$ cat src/rtl/riscv_defines.sv
// ============================================================================
// Module   : riscv_defines
// Brief    : Shared pipeline types for the hazard/stall controller.
// Revision : 1.0
// ============================================================================
`default_nettype none

package riscv_defines;

  typedef enum logic [1:0] {
    MEM_NONE  = 2'd0,
    MEM_READ  = 2'd1,
    MEM_WRITE = 2'd2
  } memaccess_t;

  typedef enum logic {
    HZ_IDLE     = 1'b0,
    HZ_MDU_WAIT = 1'b1
  } hazstate_t;

  // A stage carries a load whose result is not yet forwardable to D.
  function automatic logic is_load_to_reg(input memaccess_t acc,
                                          input logic       regwrite,
                                          input logic [4:0] rd);
    return (acc == MEM_READ) && regwrite && (rd != 5'd0);
  endfunction

endpackage

`default_nettype wire

$ cat src/rtl/hazard_load_use_detector.sv
// ============================================================================
// Module   : hazard_load_use_detector
// Brief    : Combinational load-use interlock detection against E and M1 loads.
// Revision : 1.0
// ============================================================================
`default_nettype none

module hazard_load_use_detector
  import riscv_defines::*;
(
  input  logic [4:0]  rs1_d,
  input  logic [4:0]  rs2_d,
  input  logic        use_rs1_d,
  input  logic        use_rs2_d,
  input  logic        is_store_d,
  input  memaccess_t  memaccess_e,
  input  logic        regwrite_e,
  input  logic [4:0]  rd_e,
  input  memaccess_t  memaccess_m1,
  input  logic        regwrite_m1,
  input  logic [4:0]  rd_m1,
  output logic        ld_stall
);

  logic w_dep1;
  logic w_dep2;
  logic w_store_data;
  logic w_ld_e;
  logic w_ld_m1;
  logic w_hit_e;
  logic w_hit_m1;
  logic w_hit_store;

  assign w_dep1       = use_rs1_d && (rs1_d != 5'd0);
  assign w_dep2       = use_rs2_d && (rs2_d != 5'd0) && !is_store_d;
  assign w_store_data = use_rs2_d && is_store_d;

  assign w_ld_e  = is_load_to_reg(memaccess_e, regwrite_e, rd_e);
  assign w_ld_m1 = is_load_to_reg(memaccess_m1, regwrite_m1, rd_m1);

  assign w_hit_e  = w_ld_e && ((w_dep1 && (rd_e == rs1_d)) || (w_dep2 && (rd_e == rs2_d)));
  assign w_hit_m1 = w_ld_m1 && ((w_dep1 && (rd_m1 == rs1_d)) || (w_dep2 && (rd_m1 == rs2_d)));

  // Store data is only needed at M1, where the W forward covers a load then in M1.
  assign w_hit_store = w_store_data && w_ld_e && (rd_e == rs2_d);

  assign ld_stall = w_hit_e || w_hit_m1 || w_hit_store;

endmodule

`default_nettype wire

$ cat src/rtl/hazard_stall_sequencer.sv
// ============================================================================
// Module   : hazard_stall_sequencer
// Brief    : Pipeline stall/flush controller with MDU handshake and stall counter.
// Revision : 1.0
// ============================================================================
`default_nettype none

module hazard_stall_sequencer
  import riscv_defines::*;
#(
  parameter int MDU_TIMEOUT = 64,
  parameter int CNT_WIDTH   = 32
) (
  input  logic                 clk,
  input  logic                 rst,
  input  logic [4:0]           rs1_d,
  input  logic [4:0]           rs2_d,
  input  logic                 use_rs1_d,
  input  logic                 use_rs2_d,
  input  logic                 is_store_d,
  input  memaccess_t           memaccess_e,
  input  logic                 regwrite_e,
  input  logic [4:0]           rd_e,
  input  memaccess_t           memaccess_m1,
  input  logic                 regwrite_m1,
  input  logic [4:0]           rd_m1,
  input  logic                 mdu_op_e,
  input  logic                 mdu_done,
  input  logic                 branch_taken_e,
  input  logic                 trap_req,
  output logic                 stall_f,
  output logic                 stall_d,
  output logic                 stall_e,
  output logic                 flush_d,
  output logic                 flush_e,
  output logic                 flush_m1,
  output logic                 mdu_start,
  output logic                 mdu_kill,
  output logic                 mdu_timeout,
  output logic [CNT_WIDTH-1:0] stall_cycles
);

  localparam logic [7:0] C_TO_LAST = 8'(MDU_TIMEOUT - 1);

  hazstate_t            r_state;
  logic [7:0]           r_to_cnt;
  logic                 r_timeout_flag;
  logic [CNT_WIDTH-1:0] r_stall_cnt;

  hazstate_t            w_state_nxt;
  logic [7:0]           w_to_cnt_nxt;
  logic                 w_set_timeout;
  logic                 w_ld_stall;

  hazard_load_use_detector u_load_use (
    .rs1_d        (rs1_d),
    .rs2_d        (rs2_d),
    .use_rs1_d    (use_rs1_d),
    .use_rs2_d    (use_rs2_d),
    .is_store_d   (is_store_d),
    .memaccess_e  (memaccess_e),
    .regwrite_e   (regwrite_e),
    .rd_e         (rd_e),
    .memaccess_m1 (memaccess_m1),
    .regwrite_m1  (regwrite_m1),
    .rd_m1        (rd_m1),
    .ld_stall     (w_ld_stall)
  );

  always_comb begin
    stall_f       = 1'b0;
    stall_d       = 1'b0;
    stall_e       = 1'b0;
    flush_d       = 1'b0;
    flush_e       = 1'b0;
    flush_m1      = 1'b0;
    mdu_start     = 1'b0;
    mdu_kill      = 1'b0;
    w_state_nxt   = r_state;
    w_to_cnt_nxt  = r_to_cnt;
    w_set_timeout = 1'b0;

    if (rst) begin
      flush_d  = 1'b1;
      flush_e  = 1'b1;
      flush_m1 = 1'b1;
    end else if (trap_req) begin
      flush_d     = 1'b1;
      flush_e     = 1'b1;
      flush_m1    = 1'b1;
      mdu_kill    = (r_state == HZ_MDU_WAIT);
      w_state_nxt = HZ_IDLE;
    end else if (branch_taken_e) begin
      flush_d = 1'b1;
      flush_e = 1'b1;
    end else if (r_state == HZ_MDU_WAIT) begin
      if (mdu_done) begin
        w_state_nxt = HZ_IDLE;
      end else if (r_to_cnt == C_TO_LAST) begin
        // Abandoned op leaves E with no valid result, so M1 still gets a bubble.
        mdu_kill      = 1'b1;
        flush_m1      = 1'b1;
        w_set_timeout = 1'b1;
        w_state_nxt   = HZ_IDLE;
      end else begin
        stall_f      = 1'b1;
        stall_d      = 1'b1;
        stall_e      = 1'b1;
        flush_m1     = 1'b1;
        w_to_cnt_nxt = r_to_cnt + 8'd1;
      end
    end else if (mdu_op_e) begin
      mdu_start    = 1'b1;
      stall_f      = 1'b1;
      stall_d      = 1'b1;
      stall_e      = 1'b1;
      flush_m1     = 1'b1;
      w_state_nxt  = HZ_MDU_WAIT;
      w_to_cnt_nxt = 8'd0;
    end else if (w_ld_stall) begin
      stall_f = 1'b1;
      stall_d = 1'b1;
      flush_e = 1'b1;
    end
  end

  always_ff @(posedge clk) begin
    if (rst) begin
      r_state        <= HZ_IDLE;
      r_to_cnt       <= 8'd0;
      r_timeout_flag <= 1'b0;
      r_stall_cnt    <= '0;
    end else begin
      r_state  <= w_state_nxt;
      r_to_cnt <= w_to_cnt_nxt;
      if (w_set_timeout) begin
        r_timeout_flag <= 1'b1;
      end
      if (stall_f && (r_stall_cnt != '1)) begin
        r_stall_cnt <= r_stall_cnt + 1'b1;
      end
    end
  end

  assign mdu_timeout  = r_timeout_flag;
  assign stall_cycles = r_stall_cnt;

endmodule

`default_nettype wire

$ cat config.mk
export PLATFORM = sky130hd
export DESIGN_NAME = hazard_stall_sequencer
export DESIGN_NICKNAME = d
export VERILOG_FILES = /design/src/rtl/riscv_defines.sv /design/src/rtl/hazard_load_use_detector.sv /design/src/rtl/hazard_stall_sequencer.sv
export SDC_FILE = /design/constraint.sdc
export NUM_CORES = 1
export LEC_CHECK = 0
export BUFFER_PORTS_ARGS = -buffer_cell sky130_fd_sc_hd__buf_2
export CAP_MARGIN = 25
export CORE_UTILIZATION = 30
export CTS_CLUSTER_SIZE = 8
export DETAILED_ROUTE_END_ITERATION = 8
export PLACE_DENSITY_LB_ADDON = 0.3
export SETUP_SLACK_MARGIN = 0.3
export SYNTH_ARGS = -nofsm -noshare
export SYNTH_HDL_FRONTEND = slang
export SYNTH_SLANG_ARGS = --single-unit
$ cat constraint.sdc
create_clock -name clk -period 3.15 [get_ports clk]
set_input_delay 0.63 -clock clk [delete_from_list [all_inputs] [get_ports clk]]
set_output_delay 0.63 -clock clk [all_outputs]
set_load 0.01 [all_outputs]
* Word level (Yosys, flattened, before mapping)
Cells that the tools add are included.
Storage, ports and cells: bits in registers 42, output and inout bits 41, word-level logic and storage cells 89
Cells by class: $add $sub $neg 2, equality and inequality tests 10, multiplexer cells 42, bitwise gates (word level) 2, reductions and logical operators 29
Operators with widths (count):
- two-way mux 1 bit | 38
- adder 32 x 1 -> 32 bit, second input constant | 1
- two-way mux 8 bit | 4
- != test 32 bit, second input constant | 1
- == test 5 bit | 4
- nonzero test 5 bit | 4
- logical AND 1 bit | 17
- adder 8 x 1 -> 8 bit, second input constant | 1
- == test 8 x 6 -> 1 bit, second input constant | 1
- AND reduction 5 bit | 1
- == test 2 x 1 -> 1 bit, second input constant | 2
- logical OR 1 bit | 4
- != test 2 bit, second input constant | 2
- NOT 1 bit | 2
- nonzero test 2 bit | 1
- OR reduction 2 bit | 1
- logical NOT 1 bit | 1

* Logic depth before layout (Yosys ltp)
Gate-level depths: netlist of run 1.
depth after elaboration 15, gate-level depth with buffers 10, depth with buffers taken out 8

* Cells and area by module
A second synthesis of run 1 with hierarchy kept.
Unflattened totals: cell total of the unflattened synthesis 326, area total of the unflattened synthesis 2613.8 um^2
By module, submodules not included:
- hazard_stall_sequencer | instances 1, cells an instance 282, area each 2293.4 um^2, seq. area each 840.8 um^2
- hazard_load_use_detector | instances 1, cells an instance 44, area each 320.3 um^2, seq. area each 0.0 um^2

* Least setup slack after synthesis of run 1
OpenSTA, ideal clock, no wires.
kind input -> output, from in rd_m1[0], to out stall_f, arrival 2510 ps, data required time 2520 ps, setup slack 10 ps, stages 7, path through or4_1 > o2111ai_2 > nor4_1 > or4_4 > o21ai_2 > inv_2 > buf_4
On the way: word-level cells in the longest chain between the ends 12, elaborated cells between the ends (all ways) 16, those cells by class eq/ne: 2; mux: 6; reduce/logical: 8
RTL lines:
- start, declared | line hazard_stall_sequencer.sv:26 | input logic [4:0] rd_m1,
- == test 5 bit | line hazard_load_use_detector.sv:42 | assign w_hit_m1 = w_ld_m1 && ((w_dep1 && (rd_m1 == rs1_d)) || (w_dep2 && (rd_m1 == rs2_d)));
- logical AND 1 bit | line hazard_load_use_detector.sv:42
- logical OR 1 bit | line hazard_load_use_detector.sv:42
- logical AND 1 bit (*) | line hazard_load_use_detector.sv:42
- logical OR 1 bit (*) (2 in a row) | line hazard_load_use_detector.sv:47 | assign ld_stall = w_hit_e || w_hit_m1 || w_hit_store;
- two-way mux 1 bit (*) (6 in a row)
- end, declared | line hazard_stall_sequencer.sv:31 | output logic stall_f,
Mark *: on every way between the ends. The rest lies on a longest branch, timed or not.

* Worst setup path in the final report of run 1
from in rd_m1[0], to out stall_f
On the way: word-level cells in the longest chain between the ends 12, elaborated cells between the ends (all ways) 16, those cells by class eq/ne: 2; mux: 6; reduce/logical: 8
RTL lines:
- == test 5 bit | line hazard_load_use_detector.sv:42
- logical AND 1 bit | line hazard_load_use_detector.sv:42
- logical OR 1 bit | line hazard_load_use_detector.sv:42
- logical AND 1 bit (*) | line hazard_load_use_detector.sv:42
- logical OR 1 bit (*) (2 in a row) | line hazard_load_use_detector.sv:47
- two-way mux 1 bit (*) | line hazard_stall_sequencer.sv:120 | end else if (w_ld_stall) begin
- two-way mux 1 bit (*) | line hazard_stall_sequencer.sv:112 | end else if (mdu_op_e) begin
- two-way mux 1 bit (*) | line hazard_stall_sequencer.sv:96 | end else if (r_state == HZ_MDU_WAIT) begin
- two-way mux 1 bit (*) | line hazard_stall_sequencer.sv:93 | end else if (branch_taken_e) begin
- two-way mux 1 bit (*) | line hazard_stall_sequencer.sv:87 | end else if (trap_req) begin
- two-way mux 1 bit (*) | line hazard_stall_sequencer.sv:83 | if (rst) begin
Marks and branches as above.

==> metrics.md, run 1 <==
| Metric | Value |
|---|---|
| Hold Fails Final Rpt | 0 |
| Multi-input logic area | 0.00165 mm^2 |
| CTS max path bufs | 2 |
| Die W | 94.4 um |
| CP Launch Type | primary input |
| Clk Latency, worst-skew pair | 0.30 ns |
| Crit path kind | in -> out |
| # IOs | 76 |
| Core footprint | 0.00826 mm^2 |
| Clock Skews | 0.00854 ns |
| Via/cell ratio | around 5.2 |
| Crit path capture type | output port |
| GPL Wtd Cong | 0.819 |
| Yosys reg bits | 42 |
| Util after Layout | 41.4% |
| Worst EP required | around 2.5 ns |
| Hold Crit Endpoint | mdu_timeout |
| Final WL | 6.78 mm |
| Layout cell share with drive strength beyond 1 | 31.5% |
| Status | finished clean |
| Syn nets | 350 |
| I/O Buffers | 75 |
| Worst hold margin | 0.452 ns |
| Tot GR Track Use | 15.8% |
| Most frequent cells in the layout | buf_2 (72), dfxtp_1 (42), a21oi_1 (28) |
| Top FF cell, synth | dfxtp_1 |
| Average wire per standard cell | 13.2 um |
| Synth-to-layout area growth | 33.4% |
| DP Worst Slack | 0.0150 ns |
| Starting DRT DRC Count | 89 |
| Fillers | 857 |
| Hold Crit Depth | 2 |
| Max-Slew Margin vs Limit | between 60% and 70% |
| Source of the worst register-to-register timing path | stall_cycles[6] |
| Worst-Margin Slew | 0.515 ns |
| Clock Sink Count | 42 |
| Pin count of the biggest net entering global routing | 45 |
| Reg2reg path depth | 6 |
| Yosys top cell by area | dfxtp_1 |
| Initial antenna violation count | 0 |
| CTS clk-pin slew, worst paths | 0.08 ns |
| Final setup violation count | 0 |
| FFs w/ async S/R, synth | 0% |
| Grt ovf | 0 |
| Commonest non-fill, non-tap cell in the layout | buf_2 |
| H-tree levels | 2 |
| Root buf cell | clkbuf_8 |
| Register area | 841 um^2 |
| Synthesized area per cell | around 8.2 um^2 |
| Min-Delay Startpoint | mdu_timeout |
| Number of distinct library cells after synthesis | 51 |
| Number of diodes | 0 |
| Yosys top cell area share | roughly a third |
| Post-synthesis sequential area ratio | 32.8% |
| First-pass GRT wire length | 11.1 mm |
| Total iterations of the first detailed-routing run | 4 |
| Setup Total Neg Slack | 0 ns |
| RSZ-0062 raised after global routing | yes |
| Leakage power | 1.30 nW |
| Peak supply drop | about 0.00015 V |
| Mapped Area | roughly 0.0026 mm^2 |
| Final worst slack | around 0.043 ns |
| Maxcap violations | 0 |
| Top cells by area, synth | dfxtp_1 (33%), xnor2_1 (7.2%), or4_1 (5.6%) |
| CTS tree | yes |
| Die H | 94.4 um |
| Post-DP HPWL | 5.12 mm |
| ANT nets after route | 0 |
| Slew Viols, Final | 0 |
| Reg2Reg Setup Slack | 0.61 ns |
| Reg2reg end | stall_cycles[29] |
| Die ar. | 0.00892 mm^2 |
| Worst hold path class | reg -> reg |
| Starting Density | 31.0% |
| Final nets | 447 |
| EDFF count, synth | 0 |
| Yosys warns | 0 |
| Synthesized instance count | 313 |
| Final min period | 3.11 ns |
| Crit path max fanout | 3 |
| Clock buffers created by TritonCTS | 5 |
| Crit path DAT | 2.48 ns |
| Fin crit share | 98.6% |
| Remaining DRCs | 0 |
| Vias | between 2,000 and 3,000 |
| Vias in the first global route | 2,454 |
| Row cnt | 33 |
| Fmax achieved | 0.322 GHz |
| P per Cell Area | 326 mW/mm^2 |
[synth_stat cells (9+ instances only)]
cell type	number
dfxtp_1	42
a21oi_1	28
nor2_1	25
nand3_1	21
xnor2_1	21
nand2_1	20
or4_1	19
o31ai_1	16
inv_1	9
nand4_1	9
[what timing repair did]
action / CTS / global route
hold buffers: 0 / 0
buffers inserted: 1 / 5
resized for setup: 7 / 5
pin swaps: 1 / 4
endpoints found under the setup margin: 3 / 27
gates cloned: 0 / 1
[layout make-up]
cell class	count	area share, %
sequential	42	24.6
multi-input combinational	247	48.3
tap	105	3.84
timing repair buffer	104	18.9
clock buffer	6	2.42
clock inverter	1	0.878
inverter	10	1.10
[power breakdown]
group          leakage [nW]  internal, mW  switching, mW
clock                0.0573         0.254          0.188
combinational         0.900        0.0690         0.0686
sequential            0.338         0.532        0.00312
total                  1.30         0.855          0.260
[worst max-delay path: stages]
cell       delay (ns)
buf_6            0.09
or4_4            0.54
o2111ai_4        0.22
nor4_2           0.07
or4_4            0.57
o21ai_4          0.15
inv_2            0.06
buf_2            0.13
[worst max path at each step]
stage | startpoint | endpoint | cells past startpoint
6_report | rd_m1[0] | stall_f | 8
5_1_grt | rd_m1[0] | stall_f | 8
4_1_cts | rd_m1[0] | stall_f | 8
3_5_place_dp | rd_m1[0] | stall_f | 8
3_3_place_gp | rs2_d[1] | stall_f | 8
2_1_floorplan | rs2_d[1] | stall_f | 7
[state kept, by name, summed over array words and instances, names as in the netlist]
| register | flops |
|---|---|
| r_state | 1 |
| mdu_timeout | 1 |
| stall_cycles | 32 |
| r_to_cnt | 8 |
[routing by layer]
layer	up-vias	part of all wire (%)	wire, um	track usage, %
met5	-	0	0	0
met4	0	1.0	70	4.62
met3	6	6.3	424	3.62
met2	77	47	3190	27.1
met1	1253	46	3100	19.6
li1	1355	-	-	-
[logic make-up (layout without fill, tap and decap cells)]
family          Yosys count  in the layout  share of synthesized area (%)
simple gates            142            142                           30.9
compound gates           71             71                           18.6
flops                    42             42                           32.8
xor+xnor                 25             25                           8.54
buf+inv                  24            121                           4.88
mux                       7              7                           3.32
fa+ha+maj                 2              2                          0.976
[per-stage QoR]
step	cells	instance area, um^2	total power [mW]
6_report	515	3420	1.11
5_1_grt	515	3420	1.17
4_1_cts	509	3330	1.12
3_5_place_dp	501	3170	0.674
3_3_place_gp	501	3170	0.674
2_1_floorplan	313	2570	0.613
Power figures use the tool's default switching activity.
==> inputs of run 2 (changes only) <==
- BUFFER_PORTS_ARGS: -buffer_cell sky130_fd_sc_hd__buf_2 -> -buffer_cell sky130_fd_sc_hd__buf_4
==> metrics.md, run 2 (same netlist as run 1, synthesis figures left out) <==
| Metric | Value |
|---|---|
| Clock buffers created by TritonCTS | 5 |
| H-tree levels | 2 |
| Grt ovf | 0 |
| Remaining DRCs | 0 |
| Setup Total Neg Slack | 0 ns |
| ANT nets after route | 0 |
| Largest register FFs | 32 |
| Crit path max fanout | 3 |
| Peak supply drop | 0.000133 V |
| RSZ-0062 raised after global routing | yes |
| Final setup violation count | 0 |
| Worst EP required | between 2 and 3 ns |
| # IOs | 76 |
| Leakage power | 1.27 nW |
| Die ar. | a little under 0.009 mm^2 |
| First-pass GRT wire length | 11.3 mm |
| Fmax achieved | 0.322 GHz |
| Final min period | between 3 and 4 ns |
| Starting Density | 31.0% |
| Die H | 94.4 um |
| GPL Wtd Cong | approximately 0.88 |
| Worst-Margin Slew | 0.485 ns |
| Final nets | 438 |
| Util after Layout | 42.7% |
| Root buf cell | clkbuf_8 |
| Slew Viols, Final | 0 |
| Cell Count Post-Placement | ~500 |
| Logic gate share of total power | 14.6% |
| Hold_buf cts | 0 |
| Fillers | 841 |
| Average wire per standard cell | between 10 and 15 um |
| P per Cell Area | ~300 mW/mm^2 |
| Row cnt | 33 |
| Final WL | 6.88 mm |
| CTS clk-pin slew, worst paths | 0.07 ns |
| Crit path kind | in -> out |
| Status | finished clean |
| Clk Latency, worst-skew pair | 0.30 ns |
| I/O Buffers | 75 |
| CTS tree | yes |
| Layout cell share with drive strength beyond 1 | a little under a third |
| Fin crit share | 98.6% |
| Internal | 768 uW |
| Commonest non-fill, non-tap cell in the layout | buf_4 |
| Total iterations of the first detailed-routing run | 5 |
| Starting DRT DRC Count | between 70 and 80 |
| Pin count of the biggest net entering global routing | between 40 and 50 |
| Tot GR Track Use | around 16% |
| CTS max path bufs | 2 |
| Clock share of power | 33.9% |
| Initial antenna violation count | 0 |
| Post-DP HPWL | 5.19 mm |
| Core footprint | 0.00826 mm^2 |
| Maxcap violations | 0 |
| Max-Slew Margin vs Limit | 67.2% |
| Clock Skews | 0.0138 ns |
| Crit path capture type | output port |
| Clock Sink Count | 42 |
| Net switching power | 271 uW |
| Die W | 94.4 um |
| CP Launch Type | primary input |
| Net Sw Frac | 26.0% |
| Most frequent cells in the layout | buf_4 (87), dfxtp_1 (42), a21oi_1 (27) |
| Crit path DAT | ~2.5 ns |
| Via/cell ratio | ~5.3 |
| Hold Fails Final Rpt | 0 |
| Worst hold path class | reg -> reg |
| Vias in the first global route | between 2,000 and 2,500 |
| Synth-to-layout area growth | 37.6% |
| Sequential Power Share | 51.5% |
| Non-Filler Instances | 507 |
| Vias | roughly 2,700 |
| Number of diodes | 0 |
| Total power | 1.04 mW |
[run 2: cell types whose count changed in the layout (fill, tap and decap cells not counted), moves of 2 or more]
cell	change
buf_4	+61
buf_6	+2
buf_2	-72
nor3_2	+2
nor3_1	-2
[run 2: final timing paths]
kind	depth (start not counted)	startpoint	to	slack, ns
worst max register to register	8	stall_cycles[6]	stall_cycles[14]	0.53
worst max-delay path	8	rd_m1[3]	stall_f	0.04
worst min register to register	2	mdu_timeout	mdu_timeout	0.45
worst min-delay path	2	mdu_timeout	mdu_timeout	0.45
[run 2: metrics by stage]
stage | area, um^2 | hold slack, ns | setup slack, ns
final | 3530 | 0.451 | 0.0432
after global routing | 3530 | 0.470 | -0.0104
after global placement | 3340 | 0.438 | 0.0250
after detailed placement | 3340 | 0.450 | -0.0335
after floorplan | 2570 | 0.470 | 0.0772
after CTS | 3460 | 0.461 | 0.00336
[run 2: repair_timing]
action,in CTS,in global routing
pin swaps,4,3
setup buffers,0,1
resized for setup,7,11
setup endpoints to repair,4,28
hold endpoints to repair,0,0
cloned,0,0
[run 2: critical path: stages]
cell	delay, ns
buf_6	0.09
or4_4	0.54
o2111ai_4	0.23
nor4_2	0.08
or4_4	0.56
o21ai_4	0.16
inv_2	0.08
buf_6	0.12
[run 2: power groups by stage]
stage | clock network, mW | logic, mW | registers, mW
after floorplan | 0 | 0.0660 | 0.547
after global placement | 0 | 0.139 | 0.548
after detailed placement | 0 | 0.140 | 0.548
after CTS | 0.365 | 0.145 | 0.535
after global routing | 0.387 | 0.165 | 0.536
final | 0.352 | 0.152 | 0.535
[run 2: metal layers]
layer,vias to the layer above,global-route usage (%),share of wire [%]
li1,1331,-,-
met1,1241,19.8,46
met2,80,26.4,46
met3,10,4.19,6.1
met4,0,4.62,1.4
met5,-,0,0
[run 2: final cells by class]
type	instances	area, um^2	share of cell area [%]
clock buffers	6	72.6	2.06
flip-flops and latches	42	841	23.8
repair buffers	95	761	21.6
inverters	10	37.5	1.06
clock inverters	2	13.8	0.390
well taps	105	131	3.72
multi-input cells	247	1670	47.4
==> inputs of run 3 (changes only) <==
- GPL_TIMING_DRIVEN: default -> 0
==> metrics.md, run 3 (same netlist as run 1, synthesis figures left out) <==
| Metric | Value |
|---|---|
| Layout cell share with drive strength beyond 1 | about two fifths |
| I/O Buffers | 74 |
| Initial antenna violation count | 0 |
| Status | complete, but fails checks |
| Setup Total Neg Slack | -0.0638 ns |
| Clock Sink Count | 42 |
| Number of diodes | 0 |
| Crit path DAT | 2.58 ns |
| Starting DRT DRC Count | ~140 |
| Final min period | 3.21 ns |
| Reg2reg path depth | 9 |
| Final WL | roughly 8 mm |
| Final nets | 449 |
| Post-DP HPWL | ~5.5 mm |
| Most frequent cells in the layout | buf_4 (75), dfxtp_1 (41), nor2_1 (24) |
| CTS tree | yes |
| First-pass GRT wire length | 12.4 mm |
| Final setup violation count | 2 |
| Fmax achieved | 0.312 GHz |
| Total power | 1.05 mW |
| Failing checks | negative setup slack |
| Peak supply drop | 0.000136 V |
| Worst-Margin Slew | 0.791 ns |
| Die ar. | 0.00892 mm^2 |
| Non-Filler Instances | 518 |
| Fin crit share | 102% |
| Average wire per standard cell | ~15 um |
| CTS max path bufs | 2 |
| Via/cell ratio | 5.37 |
| Die H | 94.4 um |
| Placed cell area | ~0.0033 mm^2 |
| P per Cell Area | 263 mW/mm^2 |
| Synth-to-layout area growth | 56.3% |
| Worst hold margin | roughly 0.45 ns |
| Die W | 94.4 um |
| Max-Slew Margin vs Limit | 47.2% |
| Leakage power | 1.42 nW |
| Hold Crit Depth | 2 |
| Core footprint | 0.00826 mm^2 |
| ANT nets after route | 0 |
| Root buf cell | clkbuf_8 |
| Total iterations of the first detailed-routing run | 4 |
| Min-Delay Startpoint | mdu_timeout |
| Remaining DRCs | 0 |
| Tot GR Track Use | 17.8% |
| CTS clk-pin slew, worst paths | 0.08 ns |
| Util after Layout | 48.5% |
| Crit path max fanout | 4 |
| Hold Fails Final Rpt | 0 |
| Final worst slack | -0.0570 ns |
| Commonest non-fill, non-tap cell in the layout | buf_4 |
| Clock Skews | 0.0117 ns |
| Worst hold path class | reg -> reg |
| # IOs | 76 |
| CP Launch Point | rd_m1[0] |
| Pin count of the biggest net entering global routing | 14 |
| Clk Latency, worst-skew pair | just over 0.3 ns |
| Register area | 842 um^2 |
| Crit path kind | in -> out |
| Vias | approximately 2,800 |
| Post-route cell area | 0.00401 mm^2 |
| Vias in the first global route | between 2,000 and 3,000 |
| Clock buffers created by TritonCTS | 5 |
| RSZ-0062 raised after global routing | yes |
| Grt ovf | 0 |
| Row cnt | 33 |
| Worst EP required | 2.52 ns |
| Fillers | 795 |
| Starting Density | 31.0% |
| Largest register FFs | 32 |
| Source of the worst register-to-register timing path | stall_cycles[8] |
| GPL Wtd Cong | 0.814 |
| Slew Viols, Final | 0 |
| Cell Count Post-Placement | 492 |
| CP Launch Type | primary input |
| Maxcap violations | 0 |
| Multi-input logic area | 0.00202 mm^2 |
| Crit path capture type | output port |
| H-tree levels | 2 |
| DP Worst Slack | -0.346 ns |
| Hold_buf cts | 0 |
-- run 3: critical path, cell delays in order --
cell,delay [ns]
buf_8,0.10
or4_4,0.53
o2111ai_4,0.23
nor4_2,0.08
or4_4,0.55
o21ai_4,0.16
inv_2,0.08
buf_6,0.11
buf_6,0.11
-- run 3: worst paths after layout --
check | end | slack, ns
worst min register to register | mdu_timeout | 0.45
worst max-delay path | stall_f | -0.06
worst min-delay path | mdu_timeout | 0.45
worst max register to register | stall_cycles[6] | 0.25
-- run 3: cell type report --
cell class	instances	share of cell area, %
Buffer	14	2.75
Clock buffer	6	1.81
Clock inverter	2	0.344
Inverter	10	0.937
Multi-Input combinational cell	247	50.3
Sequential cell	42	21.0
Tap cell	105	3.28
Timing Repair Buffer	92	19.5
-- run 3: metal layers --
metal	vias up	track usage (%)	part of all wire, %
li1	1359	-	-
met1	1322	22.3	44
met2	94	29.8	48
met3	9	3.95	6.1
met4	0	6.15	1.2
met5	-	0	0
-- run 3: power breakdown --
part	internal, mW	leakage, nW	total, mW	switching (mW)
Sequential	0.532	0.339	0.534	0.00230
Clock	0.157	0.0452	0.357	0.200
Combinational	0.0814	1.04	0.162	0.0803
-- run 3: repair_timing --
action                     CTS  global route
setup endpoints to repair   10            33
setup buffers               11             7
gates resized for setup     56            50
pin swaps                   39            30
